`config.mk`:
```
export PLATFORM = sky130hd
export DESIGN_NAME = uart_num_parser
export DESIGN_NICKNAME = d
export VERILOG_FILES = /design/src/rtl/uart_num_parser.sv
export SDC_FILE = /design/constraint.sdc
export NUM_CORES = 1
export LEC_CHECK = 0
export CAP_MARGIN = 20
export CORE_ASPECT_RATIO = 0.5
export CORE_UTILIZATION = 52
export DETAILED_ROUTE_END_ITERATION = 12
export GPL_TIMING_DRIVEN = 1
export PLACE_DENSITY = 0.81
export SETUP_SLACK_MARGIN = 0.02
export SYNTH_ARGS = -nofsm -noshare
export SYNTH_HDL_FRONTEND = slang
export SYNTH_SLANG_ARGS = --single-unit
```
`constraint.sdc`:
```
create_clock -name clk -period 3.35 [get_ports clk]
set_clock_uncertainty 0.2 [all_clocks]
set_input_delay 0.67 -clock clk [delete_from_list [all_inputs] [get_ports clk]]
set_output_delay 0.67 -clock clk [all_outputs]
set_load 0.02 [all_outputs]
```
`src/rtl/uart_num_parser.sv`:
```
// ASCII decimal token parser: turns a UART byte stream into signed/unsigned binary values,
// flagging bad characters, overlong tokens and out-of-range values with a cause code.
//
// state | meaning
// IDLE  | between tokens, accumulator clear
// SIGN  | leading '-' seen, waiting for the first digit
// DIGIT | accumulating digits
// SKIP  | token already rejected, swallowing bytes until a delimiter
module uart_num_parser #(
  parameter int DATA_W     = 16,
  parameter bit SIGNED     = 1'b1,
  parameter int MAX_DIGITS = 5
) (
  input  logic              clk,
  input  logic              rst_n,
  input  logic              clr,
  input  logic              rx_valid,
  input  logic [7:0]        rx_data,
  output logic              num_valid,
  output logic [DATA_W-1:0] num_value,
  output logic              num_err,
  output logic [1:0]        err_code,
  output logic              busy,
  output logic [7:0]        tok_cnt
);

  localparam int AW = DATA_W + 4;
  localparam int CW = $clog2(MAX_DIGITS + 1);
  localparam logic [CW-1:0] MAX_CNT = CW'(MAX_DIGITS);
  localparam logic [CW-1:0] ONE_CNT = CW'(1);
  localparam logic [AW-1:0] LIM_U   = {{4{1'b0}}, {DATA_W{1'b1}}};
  localparam logic [AW-1:0] LIM_POS = {{5{1'b0}}, {(DATA_W-1){1'b1}}};
  localparam logic [AW-1:0] LIM_NEG = LIM_POS + AW'(1);
  localparam logic [1:0] E_BAD   = 2'd1;
  localparam logic [1:0] E_LONG  = 2'd2;
  localparam logic [1:0] E_RANGE = 2'd3;

  typedef enum logic [1:0] {IDLE, SIGN, DIGIT, SKIP} state_t;

  state_t            state_q, state_d;
  logic [AW-1:0]     acc_q, acc_d;
  logic [CW-1:0]     cnt_q, cnt_d;
  logic              neg_q, neg_d;
  logic              ovf_q, ovf_d;
  logic [1:0]        code_q, code_d;
  logic              num_valid_d, num_err_d;
  logic [DATA_W-1:0] num_value_d;
  logic [1:0]        err_code_d;
  logic [7:0]        tok_cnt_d;

  logic              is_digit, is_minus, is_delim, in_range;
  logic [AW-1:0]     dval, acc_mac;
  logic [DATA_W-1:0] mag, signed_val;

  assign is_digit = (rx_data >= 8'h30) && (rx_data <= 8'h39);
  assign is_minus = (rx_data == 8'h2D);
  assign is_delim = (rx_data == 8'h20) || (rx_data == 8'h0D) ||
                    (rx_data == 8'h0A) || (rx_data == 8'h2C);
  assign dval     = {{(AW-4){1'b0}}, rx_data[3:0]};
  assign acc_mac  = (acc_q << 3) + (acc_q << 1) + dval;

  // ovf_q freezes the accumulator once it exceeds every legal magnitude, so it never wraps
  assign in_range = !ovf_q && (!SIGNED ? (acc_q <= LIM_U) :
                               neg_q   ? (acc_q <= LIM_NEG) : (acc_q <= LIM_POS));
  assign mag        = acc_q[DATA_W-1:0];
  assign signed_val = neg_q ? -mag : mag;
  assign busy       = (state_q != IDLE);

  always_comb begin
    state_d     = state_q;
    acc_d       = acc_q;
    cnt_d       = cnt_q;
    neg_d       = neg_q;
    ovf_d       = ovf_q;
    code_d      = code_q;
    num_valid_d = 1'b0;
    num_err_d   = 1'b0;
    num_value_d = num_value;
    err_code_d  = err_code;
    tok_cnt_d   = tok_cnt;

    if (clr) begin
      state_d = IDLE;
    end else if (rx_valid) begin
      unique case (state_q)
        IDLE: begin
          if (is_digit) begin
            acc_d   = dval;
            cnt_d   = ONE_CNT;
            state_d = DIGIT;
          end else if (is_minus && SIGNED) begin
            neg_d   = 1'b1;
            state_d = SIGN;
          end else if (!is_delim) begin
            code_d  = E_BAD;
            state_d = SKIP;
          end
        end
        SIGN: begin
          if (is_digit) begin
            acc_d   = dval;
            cnt_d   = ONE_CNT;
            state_d = DIGIT;
          end else if (is_delim) begin
            num_err_d  = 1'b1;
            err_code_d = E_BAD;
            state_d    = IDLE;
          end else begin
            code_d  = E_BAD;
            state_d = SKIP;
          end
        end
        DIGIT: begin
          if (is_digit) begin
            if (cnt_q == MAX_CNT) begin
              code_d  = E_LONG;
              state_d = SKIP;
            end else begin
              cnt_d = cnt_q + ONE_CNT;
              if (!ovf_q) begin
                acc_d = acc_mac;
                ovf_d = (acc_mac > LIM_U);
              end
            end
          end else if (is_delim) begin
            if (in_range) begin
              num_valid_d = 1'b1;
              num_value_d = signed_val;
              tok_cnt_d   = tok_cnt + 8'd1;
            end else begin
              num_err_d  = 1'b1;
              err_code_d = E_RANGE;
            end
            state_d = IDLE;
          end else begin
            code_d  = E_BAD;
            state_d = SKIP;
          end
        end
        SKIP: begin
          if (is_delim) begin
            num_err_d  = 1'b1;
            err_code_d = code_q;
            state_d    = IDLE;
          end
        end
        default: state_d = IDLE;
      endcase
    end

    if (state_d == IDLE) begin
      acc_d  = '0;
      cnt_d  = '0;
      neg_d  = 1'b0;
      ovf_d  = 1'b0;
      code_d = '0;
    end
  end

  always_ff @(posedge clk or negedge rst_n) begin
    if (!rst_n) begin
      state_q   <= IDLE;
      acc_q     <= '0;
      cnt_q     <= '0;
      neg_q     <= 1'b0;
      ovf_q     <= 1'b0;
      code_q    <= '0;
      num_valid <= 1'b0;
      num_err   <= 1'b0;
      num_value <= '0;
      err_code  <= '0;
      tok_cnt   <= '0;
    end else begin
      state_q   <= state_d;
      acc_q     <= acc_d;
      cnt_q     <= cnt_d;
      neg_q     <= neg_d;
      ovf_q     <= ovf_d;
      code_q    <= code_d;
      num_valid <= num_valid_d;
      num_err   <= num_err_d;
      num_value <= num_value_d;
      err_code  <= err_code_d;
      tok_cnt   <= tok_cnt_d;
    end
  end

endmodule

```
==> results of run 1 <==
power groups by stage:
stage / logic, mW / registers [mW] / clock network (mW)
2_1_floorplan: 0.116 / 0.730 / 0
3_3_place_gp: 0.217 / 0.730 / 0
3_5_place_dp: 0.223 / 0.730 / 0
4_1_cts: 0.228 / 0.720 / 0.981
5_1_grt: 0.253 / 0.721 / 1.02
6_report: 0.230 / 0.720 / 0.975
worst max path at each step:
stage	startpoint	to	slack, ns	depth (start not counted)
2_1_floorplan	rx_data[3]	ovf_q$_DFFE_PN0P_	0.03	11
3_3_place_gp	rx_data[3]	ovf_q$_DFFE_PN0P_	-0.72	12
3_5_place_dp	rx_data[3]	ovf_q$_DFFE_PN0P_	-0.74	12
4_1_cts	rx_data[5]	num_value[11]$_DFFE_PN0P_	0.04	8
5_1_grt	rx_data[3]	acc_q[19]$_DFFE_PN0P_	0.009	14
6_report	rx_data[1]	ovf_q$_DFFE_PN0P_	0.08	12
synth_stat cells, types with 3 or more instances:
| library cell | instances | share of area |
|---|---|---|
| a211oi_1 | 5 | 0.0093 |
| a21boi_0 | 3 | 0.0056 |
| a21o_1 | 10 | 0.019 |
| a21oi_1 | 19 | 0.024 |
| a221o_1 | 3 | 0.0075 |
| a22o_1 | 14 | 0.031 |
| a31oi_1 | 4 | 0.0062 |
| and2_1 | 3 | 0.0047 |
| clkbuf_1 | 15 | 0.014 |
| dfrtp_1 | 57 | 0.36 |
| ha_1 | 38 | 0.12 |
| inv_1 | 16 | 0.015 |
| mux2i_1 | 3 | 0.0075 |
| nand2_1 | 48 | 0.045 |
| nand2b_1 | 10 | 0.016 |
| nand3_1 | 5 | 0.0062 |
| nand4_1 | 7 | 0.011 |
| nor2_1 | 18 | 0.017 |
| nor2b_1 | 6 | 0.0093 |
| nor3_1 | 9 | 0.011 |
| nor4_1 | 7 | 0.011 |
| o2111ai_1 | 3 | 0.0065 |
| o21ai_0 | 17 | 0.021 |
| o21ai_1 | 14 | 0.017 |
| o31a_1 | 3 | 0.0065 |
| o31ai_1 | 7 | 0.013 |
| or3_1 | 6 | 0.0093 |
| or4_1 | 5 | 0.0093 |
| xnor2_1 | 15 | 0.033 |
| xor2_1 | 20 | 0.044 |
state kept, by name (all words and copies together) (netlist names):
| register | count |
|---|---|
| acc_q | 20 |
| num_value | 16 |
| tok_cnt | 8 |
| cnt_q | 3 |
| code_q | 2 |
| err_code | 2 |
| state_q | 2 |
| neg_q | 1 |
| num_err | 1 |
| num_valid | 1 |
| ovf_q | 1 |
cell type report:
| cell class | instances | area [µm²] | share of cell area |
|---|---|---|---|
| Tap cell | 96 | 120 | 0.0227 |
| Clock inverter | 5 | 78.8 | 0.0149 |
| Multi-Input combinational cell | 340 | 2540 | 0.479 |
| Clock buffer | 11 | 243 | 0.0458 |
| Sequential cell | 57 | 1430 | 0.269 |
| Timing Repair Buffer | 93 | 831 | 0.157 |
| Inverter | 16 | 60.1 | 0.0113 |
per-stage QoR:
stage               worst slack (ns)  hold slack (ns)  utilization
floorplan                     0.0291            0.174            -
global placement              -0.719            0.251        0.658
detailed placement            -0.743            0.272        0.658
CTS                           0.0429            0.189        0.710
global route                 0.00857            0.222        0.715
finish                        0.0800            0.173        0.715
per-layer routing:
layer  global-route usage  wire length, µm  vias up
met3               0.0486              611       22
met2                0.450             4890      142
li1                     -                -     1774
met5                    0                0        -
met4                0.114              212        0
met1                0.368             4710     1768
cells by family after synthesis:
group / count (synthesis) / synth area share
buffers and inverters: 35 / 0.0340
AOI/OAI and AO/OA: 119 / 0.203
adders and majority gates: 40 / 0.128
muxes: 4 / 0.0103
DFF: 57 / 0.355
xor gates and xnor gates: 35 / 0.0763
and+or+nand+nor: 142 / 0.192
repair_timing:
action,4_1_cts,5_1_grt
hold buffers,0,0
pin swaps,9,13
endpoints found under the hold margin,0,0
setup endpoints to repair,33,24
setup buffers,3,1
resized for setup,13,10
layout by cell type, fill, tap and decap left out, types with 14 or more instances in the layout:
cell and n:
dfrtp_1 57, nand2_1 48, buf_4 48, ha_1 37, clkdlybuf4s50_1 36, xor2_1 20
nor2_1 18, a21oi_1 17, o21ai_0 16, inv_1 15, xnor2_1 15, o21ai_1 15
a22o_1 14
==> impl_metrics.csv, run 1 <==
group,metric,value,unit
status,status,"completed",
critical_path,rr_worst_depth,11,
layout,nets,569,
floorplanning,placementRows,22,
power,report.power.total,1.93,mW
flow_run,cap_violations,0,
power,cellPowerDensity,363,nW/µm²
synth,async_flop_share,1.00,
floorplanning,die_height,64.1,µm
cts,cts_buffers,9,
cts,cts_tree,"built",
synth,synth_area_per_cell,9.29,µm²
critical_path,worstPathMaxFanout,5,
power,intPower,1.47,mW
route,initialDrtViolationCount,285,
worst_hold_path,hold_path_class,"input pin to asynchronous set/reset pin",
grt,overflow,0,
cts,clk_path_buf_depth,2,
layout,area_delta_synth_final,31.9,%
critical_path,r2r_setup_slack,0.14,ns
synth,ys.warnings.count,0,
sta,max_slew_margin,0.312,
route,drt-total-wl,10.4,mm
power,pwr-share-seq,0.374,
sta,finalMaxSlewViolations,0,
layout,layout-drive-gt1-share,0.182,
floorplanning,io_pins,41,
route,num_vias,3706,
sta,min_period,3.27,ns
layout,nFillCells,499,
critical_path,cp_data_required_time,3.36,ns
sta,tns,0,ns
placement,place_area,4870,µm²
synth,synth_edf_count,0,
synth,ys_ff_latch,57,
power,netSwitchingPower,0.450,mW
layout,antenna_cells,0,
critical_path,cp_top_family,"compound AO/OA/AOI/OAI gates",
synth,ys.flop_type,"dfrtp_1",
synth,syn_nets,484,
power,vdd_ir_drop_max,0.220,mV
power,combPwrFrac,0.120,
synth,synth_cell_types,59,
critical_path,crit_path_end_kind,"flip-flop",
route,wl_per_cell,16.9,µm
cts,htreeDepth,3,
floorplanning,start_util,0.542,
sta,final.period_utilization,0.976,
floorplanning,core_area,7400,µm²
placement,portBuffers,40,
synth,netlist_instances,432,
route,first_pass_iters,5,
grt,antenna_found_initial,0,
route,drt-vias-per-instance,6.00,
layout,fin_area,5300,µm²
grt,grt_use_total,0.276,
power,p_leak,2.57,nW
grt,grt_max_degree,33,
critical_path,path_buf_inv,2,
critical_path,r2r-start,"acc_q[0]$_DFFE_PN0P_",
placement,place_hpwl,7.62,mm
critical_path,cp-start-kind,"input pin",
sta,hold_viol,0,
grt,grt_pass1_vias,3569,
sta,rsz0062_at_grt,"true",
grt,grt_pass1_wl,17.2,mm
cts,path_clk_slew,0.05,ns
floorplanning,die_area,8100,µm²
placement,gp_congestion,0.944,
cts,clock_sinks,57,
sta,clock.fmax,306,MHz
power,power_frac_clock,0.506,
critical_path,rr_endpoint,"ovf_q$_DFFE_PN0P_",
cts,clockRootBuffer,"clkbuf_16",
critical_path,worstPathArrival,3.28,ns
route,route.detailed.drc,0,
route,detail-route-antenna-nets,0,
critical_path,crit_chain,"dlygate4sd2_1, buf_4, ha_1, ha_2, fa_2, a211oi_2, o21bai_2, o31ai_4, nor4_2, nor4_1, xnor2_1, o31a_1",
synth,ys_seq_area_frac,0.355,
critical_path,worstSetupPathType,"input pin to flip-flop",
critical_path,max_stage_delay,0.35,ns
placement,dp_cells,598,
critical_path,cpMaxStageDelayCell,"fa_2",
power,switching_share,0.234,
floorplanning,die_w,126,µm
layout,fin_cells,618,
cts,clk_latency,0.33,ns
synth,syn_area,4020,µm²
sta,setup_violations,0,
sta,worst_pin_slew,1.02,ns
Power figures use the tool's default switching activity.
==> run 2, diff against run 1 <==
CTS_CLUSTER_SIZE = 8   (was default)
SETUP_SLACK_MARGIN = 0.1   (was 0.02)
==> run 2 against run 1 <==
  * Fmax up 0.61%
  * Critical path type unchanged
  * Cell count unchanged
  * Combinational power up 2%
  * Via count down 1.0%
  * First-iteration DRC count down 19%
  * Register-to-register slack better by 0.02 ns
  * Count of clock-buffer cells in the layout unchanged
  * Wire length up 0.16%
  * Sequential share of layout area about the same
  * Worst setup slack better by 0.020 ns
==> impl_metrics.csv, run 2 (synthesized netlist as in run 1, its figures left out) <==
group,metric,value,unit
route,num_vias,3669,
layout,final_cell_mix,"dfrtp_1, buf_4, nand2_1, clkdlybuf4s50_1, ha_1",
power,p_leak,2.56,nW
layout,post-route-util,0.718,
status,status,"completed",
critical_path,rr_endpoint,"ovf_q$_DFFE_PN0P_",
critical_path,cp_data_required_time,3.40,ns
cts,cts_buffers,9,
placement,pre_cts_slack,-0.766,ns
floorplanning,core_area,7400,µm²
critical_path,r2r-start,"acc_q[2]$_DFFE_PN0P_",
critical_path,cpMaxStageDelayCell,"or4_4",
layout,area_delta_synth_final,32.4,%
cts,htreeDepth,3,
placement,place_hpwl,7.41,mm
critical_path,path_buf_inv,2,
layout,multiInputGateArea,2580,µm²
sta,rsz0062_at_grt,"true",
floorplanning,io_pins,41,
route,drt-vias-per-instance,5.94,
critical_path,cp.depth,9,
sta,min_period,3.25,ns
critical_path,cp-start-kind,"input pin",
route,first_pass_iters,5,
critical_path,rr_worst_depth,10,
grt,grt_max_degree,33,
cts,cts_tree,"built",
route,initialDrtViolationCount,231,
sta,final.period_utilization,0.970,
cts,clk_path_buf_depth,2,
critical_path,worstPathMaxFanout,5,
placement,gp_congestion,0.922,
critical_path,startpoint,"rx_data[2]",
critical_path,worstSetupEndpoint,"tok_cnt[7]$_DFFE_PN0P_",
critical_path,crit_path_end_kind,"flip-flop",
floorplanning,start_util,0.542,
route,drt-total-wl,10.4,mm
sta,setup_ws,0.0998,ns
sta,finalMaxSlewViolations,0,
critical_path,max_stage_delay,0.55,ns
sta,worst_pin_slew,0.773,ns
critical_path,worstPathArrival,3.30,ns
grt,grt_pass1_vias,3397,
sta,hold_viol,0,
power,vdd_ir_drop_max,0.301,mV
layout,largest_reg_flops,20,
placement,place_area,4820,µm²
cts,clock_sinks,57,
layout,nets,569,
layout,layout-drive-gt1-share,0.201,
sta,clock.fmax,308,MHz
layout,seqCellArea,1430,µm²
sta,max_slew_margin,0.481,
layout,regMostFlops,"acc_q",
power,cellPowerDensity,364,nW/µm²
critical_path,cp_top_family,"simple AND/OR/NAND/NOR gates",
floorplanning,placementRows,22,
route,wl_per_cell,16.9,µm
layout,top_regs,"acc_q (20), num_value (16), tok_cnt (8)",
worst_hold_path,hold_path_class,"input pin to asynchronous set/reset pin",
cts,clockRootBuffer,"clkbuf_16",
critical_path,crit_chain,"dlygate4sd2_1, buf_4, nand4b_1, or2_1, a31o_1, or3b_4, or4_4, nor4_4, xor2_1",
critical_path,worstSetupPathType,"input pin to flip-flop",
placement,portBuffers,40,
route,route.detailed.drc,0,
flow_run,cap_violations,0,
grt,antenna_found_initial,0,
layout,antenna_cells,0,
cts,clk_latency,0.33,ns
floorplanning,die_area,8100,µm²
route,detail-route-antenna-nets,0,
grt,overflow,0,
floorplanning,die_w,126,µm
grt,grt_pass1_wl,16.7,mm
floorplanning,die_height,64.1,µm
grt,grt_use_total,0.264,
critical_path,r2r_setup_slack,0.16,ns
cts,path_clk_slew,0.05,ns
layout,layout.cells.most_common,"dfrtp_1",
sta,setup_violations,0,
layout,fin_area,5320,µm²
layout,nFillCells,509,
-- run 2: cell type report --
class                      count  area share
multi-input combinational    340       0.485
sequential                    57       0.269
timing repair buffer          93       0.152
clock buffer                  11      0.0457
tap                           96      0.0226
clock inverter                 5      0.0148
inverter                      16      0.0113
-- run 2: worst min-delay path by stage --
| stage | start | endpoint | cells after the start |
|---|---|---|---|
| 6_report | rst_n | num_value[5]$_DFFE_PN0P_ | 2 |
| 5_1_grt | rst_n | num_value[5]$_DFFE_PN0P_ | 2 |
| 4_1_cts | rst_n | num_value[5]$_DFFE_PN0P_ | 2 |
| 3_5_place_dp | tok_cnt[7]$_DFFE_PN0P_ | tok_cnt[7]$_DFFE_PN0P_ | 1 |
| 3_3_place_gp | tok_cnt[7]$_DFFE_PN0P_ | tok_cnt[7]$_DFFE_PN0P_ | 1 |
| 2_1_floorplan | rst_n | acc_q[0]$_DFFE_PN0P_ | 0 |
-- run 2: what timing repair did --
item,in CTS,in global routing
hold buffers,0,0
endpoints found under the setup margin,35,30
setup buffers,3,3
resized for setup,15,19
pin swaps,17,15
-- run 2: per-layer routing --
metal  vias to the layer above  GRT usage  share of wire
met2                       137      0.433           0.45
met3                        23     0.0444          0.072
met5                         -          0              0
met4                         0     0.0678          0.021
li1                       1771          -              -
met1                      1738      0.365           0.46
-- run 2: power by group --
group	internal (mW)	switching (mW)	leakage, nW
combinational	0.104	0.132	1.62
clock	0.669	0.313	0.159
sequential	0.703	0.0165	0.784
-- run 2: stage by stage --
step | TNS [ns] | std cells | power, mW | hold WS [ns]
after floorplan | 0 | 432 | 0.846 | 0.174
after global placement | -16.87 | 596 | 0.937 | 0.256
after detailed placement | -18.50 | 596 | 0.943 | 0.259
after CTS | 0 | 615 | 1.92 | 0.145
after global routing | 0 | 618 | 2.00 | 0.156
final | 0 | 618 | 1.94 | 0.137
